===== src/rtl/split_n_buf_if.sv =====
// Handshake bundle for split_n_buf: joined data/control inputs and NUM_OUT buffered outputs.
// The DUT uses the slave modport; the producer/consumer side uses master.
interface split_n_buf_if #(
  parameter int unsigned WIDTH   = 11,
  parameter int unsigned NUM_OUT = 4,
  parameter int unsigned SEL_W   = $clog2(NUM_OUT + 1)
);
  logic [WIDTH-1:0]         in_data;
  logic                     in_valid;
  logic                     in_ready;
  logic [SEL_W-1:0]         ctl_sel;
  logic                     ctl_valid;
  logic                     ctl_ready;
  logic [NUM_OUT*WIDTH-1:0] out_data;
  logic [NUM_OUT-1:0]       out_valid;
  logic [NUM_OUT-1:0]       out_ready;

  modport master (
    output in_data,
    output in_valid,
    input  in_ready,
    output ctl_sel,
    output ctl_valid,
    input  ctl_ready,
    input  out_data,
    input  out_valid,
    output out_ready
  );

  modport slave (
    input  in_data,
    input  in_valid,
    output in_ready,
    input  ctl_sel,
    input  ctl_valid,
    output ctl_ready,
    output out_data,
    output out_valid,
    input  out_ready
  );
endinterface


===== src/rtl/split_n_buf.sv =====
// N-way buffered split: joins data and control tokens and routes data into per-channel FIFOs.
// Optional broadcast on ctl_sel == NUM_OUT when SPLIT_N_BUF_BCAST_EN is defined.
module split_n_buf #(
  parameter int unsigned WIDTH   = 11,
  parameter int unsigned NUM_OUT = 4,
  parameter int unsigned DEPTH   = 2
) (
  input  logic         clk,
  input  logic         rst_n,
  split_n_buf_if.slave bus,
  output logic         drop_err,
  output logic [7:0]   drop_cnt
);
  localparam int unsigned SEL_W = $clog2(NUM_OUT + 1);
  localparam int unsigned PTR_W = $clog2(DEPTH);
  localparam int unsigned CNT_W = PTR_W + 1;

  typedef enum logic [1:0] {StEmpty, StPartial, StFull} chan_st_e;

  logic [WIDTH-1:0] mem_q    [NUM_OUT][DEPTH];
  logic [CNT_W-1:0] count_q  [NUM_OUT];
  logic [CNT_W-1:0] count_d  [NUM_OUT];
  logic [PTR_W-1:0] rd_ptr_q [NUM_OUT];
  logic [PTR_W-1:0] wr_ptr_q [NUM_OUT];
  chan_st_e         st_q     [NUM_OUT];
  chan_st_e         st_d     [NUM_OUT];

  logic [NUM_OUT-1:0] not_full;
  logic [NUM_OUT-1:0] sel_hit;
  logic [NUM_OUT-1:0] push;
  logic [NUM_OUT-1:0] pop;
  logic [NUM_OUT-1:0] chan_valid;
  logic               room;
  logic               discard;
  logic               fire;
  logic               drop;
  logic               drop_err_q;
  logic [7:0]         drop_cnt_q;

  // Fullness comes from the registered count only, so a pop never frees space in the same cycle.
  always_comb begin
    for (int k = 0; k < NUM_OUT; k++) begin
      not_full[k]   = (count_q[k] < CNT_W'(DEPTH));
      chan_valid[k] = (st_q[k] != StEmpty);
    end
  end

  always_comb begin
    sel_hit = '0;
    room    = 1'b0;
    discard = 1'b0;
    if (bus.ctl_sel < SEL_W'(NUM_OUT)) begin
      for (int k = 0; k < NUM_OUT; k++) begin
        sel_hit[k] = (bus.ctl_sel == SEL_W'(k));
      end
      room = |(sel_hit & not_full);
`ifdef SPLIT_N_BUF_BCAST_EN
    end else if (bus.ctl_sel == SEL_W'(NUM_OUT)) begin
      sel_hit = '1;
      room    = &not_full;
`endif
    end else begin
      room    = 1'b1;
      discard = 1'b1;
    end
  end

  assign fire          = rst_n & bus.in_valid & bus.ctl_valid & room;
  assign bus.in_ready  = fire;
  assign bus.ctl_ready = fire;
  assign push          = fire ? sel_hit : '0;
  assign drop          = fire & discard;
  assign pop           = chan_valid & bus.out_ready;

  // Per-channel occupancy and state; the state always tracks the count band.
  always_comb begin
    for (int k = 0; k < NUM_OUT; k++) begin
      count_d[k] = count_q[k];
      st_d[k]    = st_q[k];
      unique case ({push[k], pop[k]})
        2'b10:   count_d[k] = count_q[k] + CNT_W'(1);
        2'b01:   count_d[k] = count_q[k] - CNT_W'(1);
        default: count_d[k] = count_q[k];
      endcase
      unique case (st_q[k])
        StEmpty: begin
          if (push[k]) st_d[k] = StPartial;
        end
        StPartial: begin
          if (push[k] && !pop[k] && (count_q[k] == CNT_W'(DEPTH - 1))) begin
            st_d[k] = StFull;
          end else if (pop[k] && !push[k] && (count_q[k] == CNT_W'(1))) begin
            st_d[k] = StEmpty;
          end
        end
        StFull: begin
          if (pop[k]) st_d[k] = StPartial;
        end
        default: st_d[k] = StEmpty;
      endcase
    end
  end

  always_ff @(posedge clk) begin
    if (!rst_n) begin
      for (int k = 0; k < NUM_OUT; k++) begin
        count_q[k]  <= '0;
        rd_ptr_q[k] <= '0;
        wr_ptr_q[k] <= '0;
        st_q[k]     <= StEmpty;
        for (int d = 0; d < DEPTH; d++) begin
          mem_q[k][d] <= '0;
        end
      end
      drop_err_q <= 1'b0;
      drop_cnt_q <= '0;
    end else begin
      for (int k = 0; k < NUM_OUT; k++) begin
        count_q[k] <= count_d[k];
        st_q[k]    <= st_d[k];
        if (push[k]) begin
          mem_q[k][wr_ptr_q[k]] <= bus.in_data;
          wr_ptr_q[k]           <= wr_ptr_q[k] + PTR_W'(1);
        end
        if (pop[k]) begin
          rd_ptr_q[k] <= rd_ptr_q[k] + PTR_W'(1);
        end
      end
      drop_err_q <= drop;
      if (drop && (drop_cnt_q != 8'hFF)) begin
        drop_cnt_q <= drop_cnt_q + 8'd1;
      end
    end
  end

  always_comb begin
    bus.out_data = '0;
    for (int k = 0; k < NUM_OUT; k++) begin
      bus.out_data[k*WIDTH +: WIDTH] = mem_q[k][rd_ptr_q[k]];
    end
  end

  assign bus.out_valid = chan_valid;
  assign drop_err      = drop_err_q;
  assign drop_cnt      = drop_cnt_q;
endmodule


===== src/flat_wrapper.sv =====
// flat-port wrapper written by rule: the top's interface ports become plain ports
module split_n_buf_flat 
#(
  parameter int unsigned WIDTH   = 11,
  parameter int unsigned NUM_OUT = 4,
  parameter int unsigned DEPTH   = 2
)
  (clk, rst_n, drop_err, drop_cnt, bus_in_data, bus_in_valid, bus_in_ready, bus_ctl_sel, bus_ctl_valid, bus_ctl_ready, bus_out_data, bus_out_valid, bus_out_ready);
  split_n_buf_if #(.WIDTH(WIDTH), .NUM_OUT(NUM_OUT), .SEL_W((3))) bus_i ();
  input  logic clk;
  input  logic rst_n;
  output logic drop_err;
  output logic [7:0] drop_cnt;
  input wire logic [$bits(bus_i.in_data)-1:0] bus_in_data;
  input wire logic [$bits(bus_i.in_valid)-1:0] bus_in_valid;
  output wire logic [$bits(bus_i.in_ready)-1:0] bus_in_ready;
  input wire logic [$bits(bus_i.ctl_sel)-1:0] bus_ctl_sel;
  input wire logic [$bits(bus_i.ctl_valid)-1:0] bus_ctl_valid;
  output wire logic [$bits(bus_i.ctl_ready)-1:0] bus_ctl_ready;
  output wire logic [$bits(bus_i.out_data)-1:0] bus_out_data;
  output wire logic [$bits(bus_i.out_valid)-1:0] bus_out_valid;
  input wire logic [$bits(bus_i.out_ready)-1:0] bus_out_ready;
  assign bus_i.in_data = bus_in_data;
  assign bus_i.in_valid = bus_in_valid;
  assign bus_in_ready = bus_i.in_ready;
  assign bus_i.ctl_sel = bus_ctl_sel;
  assign bus_i.ctl_valid = bus_ctl_valid;
  assign bus_ctl_ready = bus_i.ctl_ready;
  assign bus_out_data = bus_i.out_data;
  assign bus_out_valid = bus_i.out_valid;
  assign bus_i.out_ready = bus_out_ready;
  split_n_buf #(.WIDTH(WIDTH), .NUM_OUT(NUM_OUT), .DEPTH(DEPTH)) u_core (.clk(clk), .rst_n(rst_n), .bus(bus_i), .drop_err(drop_err), .drop_cnt(drop_cnt));
endmodule

===== config.mk =====
export PLATFORM = sky130hd
export DESIGN_NAME = split_n_buf_flat
export DESIGN_NICKNAME = d
export VERILOG_FILES = /design/src/rtl/split_n_buf_if.sv /design/src/rtl/split_n_buf.sv /design/src/flat_wrapper.sv
export SDC_FILE = /design/constraint.sdc
export NUM_CORES = 1
export LEC_CHECK = 0
export ABC_AREA = 1
export BUFFER_PORTS_ARGS = -buffer_cell sky130_fd_sc_hd__clkbuf_2
export CORE_MARGIN = 5
export CORE_UTILIZATION = 25
export DETAILED_ROUTE_END_ITERATION = 7
export PLACE_DENSITY = 0.46
export SLEW_MARGIN = 20
export SYNTH_ARGS = -nofsm -noshare
export SYNTH_HDL_FRONTEND = slang
export SYNTH_SLANG_ARGS = --single-unit

===== constraint.sdc =====
create_clock -name clk -period 6.2 [get_ports clk]
set_clock_uncertainty 0.05 [all_clocks]
set_input_delay 0.62 -clock clk [delete_from_list [all_inputs] [get_ports clk]]
set_output_delay 0.62 -clock clk [all_outputs]
set_load 0.02 [all_outputs]

==> reports/qor.txt <==
Yosys warns - 0
Setup crit end kind - output pin
Largest cells by area after synthesis - edfxtp_1 32%, dfxtp_1 24%, nand2_1 11%
Final min period - 2.72 ns
Met2 Usage GRT - 18.2%
FF+latch count, synth - 121
DP HPWL - 10.0 mm
Worst hold slack - 0.409 ns
Most Crowded Layer GR - met2
Final Setup Violations - 0
Layout cells sized above 1 - 20.5%
Worst-margin pin slew - 0.722 ns
Crit path max-delay family - buffers and inverters
Sw frac - 22.9%
Register-to-Register Setup Slack - 3.97 ns
Port Buf Inserts - 80
CP max FO - 18
Unrepaired setup endpoints after global routing - false
Post-CTS Hold Fix Bufs - 0
Cell Chain, Critical Path - clkinv_1 -> o21ai_0 -> clkbuf_2
Commonest non-fill, non-tap cell in the layout - nand2_1
Net Switching - 0.454 mW
Max incr delay on CP - 0.51 ns
Final ANT Viol Nets - 0
Vias in the first global route - 4,029
Lkg Pwr - 2.87 nW
Critical Path RT - 5.53 ns
Max Cap Violations - 0
Fmax - 0.367 GHz
Layout Area Growth over Synthesis - 22.4%
# placed instances - 947
Post-route clock period utilization - 43.9%
Clock slew at reported path FFs - 0.05 ns
Number of remaining DRC errors - 0
Outcome - finished clean
Area leader, netlist - edfxtp_1
N_diodes - 0
Slew margin rel. - 51.9%
M3 GR Usage - 3.44%
CTS buffer count - 17
Avg Inst Size Synth - 8.79 um2
DIE AREA - 24,700 um2
Logic pwr share - 6.2%
DRT Pass-1 Iters - 4
Routability cong. - 0.736
Int Pwr - 1.53 mW
Syn_nets - 651
Post-layout power - 1.98 mW
Syn Inst Count - 616
Power Dens Cells - 299 nW/um2
Clock Latency Late Sink - 0.41 ns
Die width - 157 um
Starting density of the core - 25.6%
Initial antenna violation count - 0
Commonest non-fill, non-tap cells in the layout - 161 x nand2_1, 80 x clkbuf_2, 64 x inv_1, 64 x dfxtp_1, 57 x edfxtp_1
Initial DRC count - 273
Aggregate global-route resource usage - 12.0%
Vias/cell - 4.19
Setup_tns - 0 ns
Final net count - 726
Top Ports - 81
H-tree depth - 4
Final Hold Viols - 0
Crit path buf inv count - 2
Met1 Usage GRT - 16.4%
Post-route insts no fill - 979
Std cell rows - 53
Final Slew Violations - 0
WL per Instance - 14.6 um
Synth Cell Area - 5420 um2
Clock sink count - 121
Setup Buffers After CTS - 0
Core region area - 21,200 um2
Largest net degree at the start of global routing - 50
Vias - 4,106
Worst EP arrival - 2.05 ns
Post-cts resize count - 0
CP max stage cell - clkinv_1
Clock root buffer - clkbuf_16
Post-synth cell types - 35
CTS tree - done
Synth top area share - 31.6%
Total Wirelength - 14.3 mm
CP startpoint kind - register
Clock share of power - 50.2%
Min-Delay Path Class - reg -> reg
Die Y - 157 um
Part of the Yosys area used for sequential elements - 55.3%
Final core occ - 31.3%
Max rail drop VDD - 0.000173 V
Crit path kind - reg -> out
First-pass GRT wire length - 22.5 mm
Register share of total power - 43.7%
Clock buffer depth - 2
Overflow left after global routing - 0
==> synthesized netlist by cell type <==
cell type  instances
nand3_4            1
dfxtp_1           64
nor3b_1            1
nor2_2            11
xor2_1             4
a21oi_1           49
nor3_1             6
or2_4              1
edfxtp_1          57
mux2_2            10
nor2_4             1
nand3_1           35
ha_1              13
inv_4              1
o21ai_1            6
a31oi_1            1
nand2_1          161
nand2_2            4
nand3_2            1
nor2_8             1
nand4_1            8
buf_1              5
nor2_1            56
clkbuf_1          10
a211oi_1           1
inv_1             64
xnor2_1            4
buf_4              3
a2111oi_0          2
o21bai_1           1
buf_2              3
clkinv_1           1
o21ai_0           25
nand2_4            1
buf_6              4
==> registers in the layout, summed over array words and instances, names as in the netlist <==
name	cells
u_core.drop_err	1
u_core.wr_ptr_q	4
u_core.drop_cnt	8
u_core.rd_ptr_q	4
u_core.st_q	8
u_core.mem_q	88
u_core.count_q	8
==> layer usage <==
layer / vias to the layer above / routed length, um
met5: - / 0
met4: 0 / 48
met3: 2 / 746
met2: 78 / 6540
met1: 1862 / 6920
li1: 2164 / -
==> logic make-up after synthesis <==
| family | Yosys count | synth area share (%) |
|---|---|---|
| compound gates | 85 | 8.11 |
| xor+xnor | 8 | 1.29 |
| fa+ha+maj | 13 | 3.00 |
| buf+inv | 91 | 7.18 |
| flops | 121 | 55.3 |
| mux | 10 | 2.08 |
| simple gates | 288 | 23.1 |
==> power by group through the flow <==
stage	logic (mW)	clock network [mW]	registers, mW
6_report	0.122	0.995	0.865
5_1_grt	0.137	1.06	0.867
4_1_cts	0.126	1.02	0.866
3_5_place_dp	0.125	0	0.882
3_3_place_gp	0.125	0	0.882
2_1_floorplan	0.0776	0	0.878
==> final timing paths <==
kind,from,to,depth (start not counted)
max,u_core.rd_ptr_q[2]$_DFF_P_,bus_out_data[26],3
min,u_core.mem_q[3][0]$_SDFFE_PN0P_,u_core.mem_q[3][0]$_SDFFE_PN0P_,2
max reg2reg,u_core.count_q[0][1]$_SDFFE_PN0P_,u_core.st_q[3][0]$_SDFFE_PN0P_,12
min reg2reg,u_core.mem_q[3][0]$_SDFFE_PN0P_,u_core.mem_q[3][0]$_SDFFE_PN0P_,2
==> through the flow <==
stage | cell area [um2] | worst slack, ns
6_report | 6630 | 3.48
4_1_cts | 6630 | 3.31
5_1_grt | 6630 | 3.22
3_3_place_gp | 6030 | 3.02
2_1_floorplan | 5420 | 3.81
3_5_place_dp | 6030 | 2.89
==> tightest hold or removal path, delay by kind of cell, from the launching register on <==
kind,cells,cell delay (ns)
AOI/OAI and AO/OA,1,0.05
DFF,1,0.30
and+or+nand+nor,1,0.06
==> cell type report <==
type,instances,area [um2]
Clock buffer,20,447
Clock inverter,12,149
Fill cell,2220,14500
Inverter,66,250
Multi-Input combinational cell,404,2040
Sequential cell,121,2990
Tap cell,275,344
Timing Repair Buffer,81,408
Power figures use the tool's default switching activity.
